<file path="config.mk">
export PLATFORM = sky130hd
export DESIGN_NAME = bin_window_gen
export DESIGN_NICKNAME = d
export VERILOG_FILES = /design/src/rtl/bin_window_gen.sv
export SDC_FILE = /design/constraint.sdc
export NUM_CORES = 1
export LEC_CHECK = 0
export CAP_MARGIN = 30
export CORE_MARGIN = 1.5
export CORE_UTILIZATION = 61
export CTS_CLUSTER_DIAMETER = 50
export DETAILED_ROUTE_END_ITERATION = 6
export PLACE_DENSITY = 0.95
export SETUP_SLACK_MARGIN = 0.1
export SLEW_MARGIN = 25
export SYNTH_ARGS = -nofsm -noshare
export SYNTH_HDL_FRONTEND = slang
export SYNTH_SLANG_ARGS = --single-unit
</file>
<file path="constraint.sdc">
create_clock -name clk -period 4.8 [get_ports clk]
set_input_delay 0.96 -clock clk [delete_from_list [all_inputs] [get_ports clk]]
set_output_delay 0.96 -clock clk [all_outputs]
set_load 0.05 [all_outputs]
</file>
<file path="src/rtl/bin_window_gen.sv">
// ----------------------------------------------------------------------------
// bin_window_gen
//   Turns a raster-ordered stream of binarized pooled pixels into 3x3 binary
//   windows for the following binary-convolution layer. Two IMG_W-bit line
//   buffers hold the two previous rows; a 3x3 shift window is fed with
//   {line1 out, line0 out, din} on every accepted pixel. A window is emitted
//   only when it lies entirely inside the current frame (row>=2, col>=2).
//
// Ports
//   clk        : clock, rising edge
//   rstn       : asynchronous active-low reset
//   state      : layer active; 0 synchronously clears counters and outputs
//   ivalid     : din qualifier
//   din        : binarized pixel, row-major raster order
//   ovalid     : one-cycle pulse, window is valid
//   window     : 3x3 window, window[8-(3*r+c)] = pixel(row-2+r, col-2+c)
//   frame_done : one-cycle pulse after the last pixel of a frame is accepted
// ----------------------------------------------------------------------------
module bin_window_gen #(
    parameter int IMG_W = 12,
    parameter int IMG_H = 12
) (
    input  logic       clk,
    input  logic       rstn,
    input  logic       state,
    input  logic       ivalid,
    input  logic       din,
    output logic       ovalid,
    output logic [8:0] window,
    output logic       frame_done
);

    localparam int CW = (IMG_W > 1) ? $clog2(IMG_W) : 1;
    localparam int RW = (IMG_H > 1) ? $clog2(IMG_H) : 1;

    logic [CW-1:0]    col_q, col_d;
    logic [RW-1:0]    row_q, row_d;
    logic [IMG_W-1:0] line0_q, line0_d;   // previous row
    logic [IMG_W-1:0] line1_q, line1_d;   // row before that
    logic [8:0]       shw_q, shw_d;       // free-running shift window
    logic [8:0]       win_q, win_d;       // published window (held between pulses)
    logic             ovalid_q, ovalid_d;
    logic             fdone_q, fdone_d;

    logic       accept;
    logic       col_last, row_last;
    logic       l0_out, l1_out;
    logic [8:0] shw_nxt;

    assign accept   = state & ivalid;
    assign col_last = (col_q == CW'(IMG_W - 1));
    assign row_last = (row_q == RW'(IMG_H - 1));

    // Oldest bit of each line buffer is the pixel directly above (same col).
    assign l0_out = line0_q[IMG_W-1];
    assign l1_out = line1_q[IMG_W-1];

    // Each window row is 3 bits {c0,c1,c2}; shifting left drops c0 and
    // appends the new right-hand column (top: row-2, mid: row-1, bottom: din).
    assign shw_nxt = {shw_q[7:6], l1_out,
                      shw_q[4:3], l0_out,
                      shw_q[1:0], din};

    always_comb begin
        col_d    = col_q;
        row_d    = row_q;
        line0_d  = line0_q;
        line1_d  = line1_q;
        shw_d    = shw_q;
        win_d    = win_q;
        ovalid_d = 1'b0;
        fdone_d  = 1'b0;

        if (!state) begin
            // Layer idle: restart at (0,0). Line buffers keep stale data; the
            // row>=2 gate guarantees it never reaches an emitted window.
            col_d = '0;
            row_d = '0;
            shw_d = '0;
            win_d = '0;
        end else if (accept) begin
            line0_d = {line0_q[IMG_W-2:0], din};
            line1_d = {line1_q[IMG_W-2:0], l0_out};
            shw_d   = shw_nxt;

            if (row_q >= RW'(2) && col_q >= CW'(2)) begin
                ovalid_d = 1'b1;
                win_d    = shw_nxt;
            end
            fdone_d = row_last & col_last;

            if (col_last) begin
                col_d = '0;
                row_d = row_last ? '0 : row_q + RW'(1);
            end else begin
                col_d = col_q + CW'(1);
            end
        end
    end

    always_ff @(posedge clk or negedge rstn) begin
        if (!rstn) begin
            col_q    <= '0;
            row_q    <= '0;
            line0_q  <= '0;
            line1_q  <= '0;
            shw_q    <= '0;
            win_q    <= '0;
            ovalid_q <= 1'b0;
            fdone_q  <= 1'b0;
        end else begin
            col_q    <= col_d;
            row_q    <= row_d;
            line0_q  <= line0_d;
            line1_q  <= line1_d;
            shw_q    <= shw_d;
            win_q    <= win_d;
            ovalid_q <= ovalid_d;
            fdone_q  <= fdone_d;
        end
    end

    assign ovalid     = ovalid_q;
    assign window     = win_q;
    assign frame_done = fdone_q;

endmodule

</file>
==> summary.md <==
| Metric | Value |
|---|---|
| TritonCTS Buffers | `5` |
| Tcrit/Tclk final | `0.536` |
| Clock power frac | `0.232` |
| Pre-CTS setup slack | `1.54 ns` |
| Top-area cell type share of the netlist area | `0.589` |
| Post-Syn Area | `2080 µm²` |
| Area leader, netlist | `dfrtp_1` |
| Internal power | `606 µW` |
| DR vias/cell | `5.51` |
| Cts repair resizes | `0` |
| Register share of total power | `0.641` |
| Clock Latency Late Sink | `0.36 ns` |
| Gr ovfl total | `0` |
| WHS Path Cells | `1` |
| P_sw | `195 µW` |
| Die Area | `3770 µm²` |
| Total number of vias | `1272` |
| CP endpoint kind | `flop` |
| Max VDD drop | `0.000223 V` |
| Worst path slowest cell | `clkdlybuf4s50_1` |
| DRC viols | `0` |
| Port Buffers | `15` |
| Detailed Route WL | `3370 µm` |
| Pin count of the biggest net entering global routing | `50` |
| H-tree levels | `2` |
| First-pass GRT wire length | `5420 µm` |
| Final Hold Viols | `0` |
| GP Congestion | `0.695` |
| Clk root buf | `clkbuf_4` |
| Setup Total Neg Slack | `0 ns` |
| Vias in the first global route | `1228` |
| Die Y | `61.4 µm` |
| Fmax | `388 MHz` |
| Synthesized flop and latch total | `49` |
| Max Buffers Root-to-Sink | `2` |
| Setup violations, final | `0` |
| Kind of cell adding the most delay to the critical path | `buffers and inverters` |
| Syn Nets | `177` |
| Top-count cell post-synth | `dfrtp_1` |
| Crit-path cells | `clkdlybuf4s50_1, nand2_1, buf_8, mux2_2` |
| Drt pass-1 iters | `4` |
| Final worst clock skew | `0.0111 ns` |
| Synth cell types | `26` |
| Hold WC Path Type | `reg2reg` |
| Worst-margin pin slew | `0.709 ns` |
| Arr. time, crit path | `2.82 ns` |
| Top post-synthesis cells by count | `dfrtp_1 (49), nand2_1 (26), mux2_2 (24)` |
| Fin worst setup slack | `2.23 ns` |
| P_leak | `0.00108 µW` |
| PD cells | `343 nW/µm²` |
| Layout cells sized above 1 | `0.189` |
| Sw Share | `0.244` |
| CTS Hold Buffers Added | `0` |
| CTS sink count | `49` |
| Sequential area share after synthesis | `0.589` |
| GRT Total Usage | `0.205` |
| Post-synth EDFFs | `0` |
| Ys flop type | `dfrtp_1` |
| Status | `complete, no violations` |
| CORE AREA | `3310 µm²` |
| Fraction of registers with async set or reset after synthesis | `1.00` |
| Worst-path clk slew | `0.12 ns` |
| Layout area overhead | `12.1%` |
| Setup CP Type | `in2reg` |
| Detailed Place HPWL | `2360 µm` |
| Synth Area per Inst | `12.4 µm²` |
| Levels on crit path | `4` |
| Largest cells by area after synthesis | `dfrtp_1 (59%), mux2_2 (13%), mux2i_1 (8.2%), nand2_1 (4.7%), ha_1 (2.4%)` |
| Synth warn | `0` |
| Final Critical Period | `2.57 ns` |
| Antenna diodes | `0` |
| Multi-input gate area | `805 µm²` |
| CP max FO | `19` |
| CTS tree | `yes` |
| CP required | `5.05 ns` |
| Fill cells | `227` |
| Slew margin rel. | `0.526` |
| Synth Instances | `168` |
| Initial antenna violation count | `0` |
| Max incr delay on CP | `0.93 ns` |
| Max-slew violation count | `0` |
| ANT nets after route | `0` |
| Rows | `21` |
| Net count reported at finish | `194` |
| Die Wd | `61.4 µm` |
| Initial Utilization | `0.628` |
| Combinational power share | `0.127` |
| Max_cap viols | `0` |
| Crit path launch type | `primary input` |
| Drt wl/cell | `14.6 µm` |
| Flip-flop and latch area | `1230 µm²` |
| Worst Path Buf+Inv | `2` |
| Reg2reg path depth | `4` |
| Post-CTS setup buffers | `0` |
| Starting DRC count in detailed routing | `142` |
| RSZ-0062 raised after global routing | `no` |
| Num ports | `16` |
## final timing paths
path	startpoint	end	slack (ns)
max	ivalid	line1_q[2]	2.23
min	line0_q[6]	line0_q[7]	0.52
max reg2reg	col_q[1]	row_q[3]	3.08
min reg2reg	line0_q[6]	line0_q[7]	0.52
max in group asynchronous	rstn	line1_q[5]	3.82
min in group asynchronous	rstn	shw_q[1]	0.59
## power groups by stage
stage          Clock, µW  Sequential (µW)  Combinational, µW
3_3_place_gp           0              515               92.3
6_report             186              514                101
4_1_cts              193              513                103
3_5_place_dp           0              522                102
5_1_grt              211              523                113
2_1_floorplan          0              507               78.0
## routing by layer
layer | up-vias | part of all wire | GRT usage
li1 | 609 | - | -
met1 | 638 | 0.42 | 0.233
met2 | 19 | 0.52 | 0.350
met3 | 6 | 0.036 | 0.0693
met4 | 0 | 0.019 | 0.0942
met5 | - | 0 | 0
## cell usage in the layout (no fill, tap or decap), types with 4 or more instances in the layout
| cell | Yosys | final |
|---|---|---|
| mux2_2 | 24 | 24 |
| inv_1 | 5 | 5 |
| nand2_1 | 26 | 26 |
| clkbuf_4 | 0 | 5 |
| mux2i_1 | 17 | 17 |
| a21oi_1 | 5 | 5 |
| dfrtp_1 | 49 | 49 |
| ha_1 | 4 | 4 |
| nor2_1 | 11 | 11 |
| clkdlybuf4s50_1 | 0 | 14 |
| o21ai_0 | 4 | 4 |
## area by class of cell
type,count,area share
tap,46,0.0247
clock buffer,7,0.0236
inverter,5,0.00805
multi-input combinational,107,0.345
timing repair buffer,17,0.0730
sequential,49,0.526
## cell families after synthesis
group,after synthesis,synth area share
simple gates,50,0.119
flops,49,0.589
mux,41,0.212
compound gates,12,0.0319
buf+inv,12,0.0241
fa+ha+maj,4,0.0241
## state kept, by name, indices dropped and copies added, names as in the netlist
signal,cells
window,9
line0_q,12
shw_q,6
line1_q,12
ovalid,1
col_q,4
frame_done,1
row_q,4
## per-stage QoR
step	utilization	area (µm²)	hold WS, ns	cells	total power (µW)
floorplan	-	2080	0.475	168	585
CTS	0.699	2310	0.523	230	809
detailed placement	0.683	2260	0.491	223	624
global route	0.704	2330	0.537	231	847
global placement	0.683	2260	0.484	223	608
finish	0.704	2330	0.517	231	801
Power figures use the tool's default switching activity.
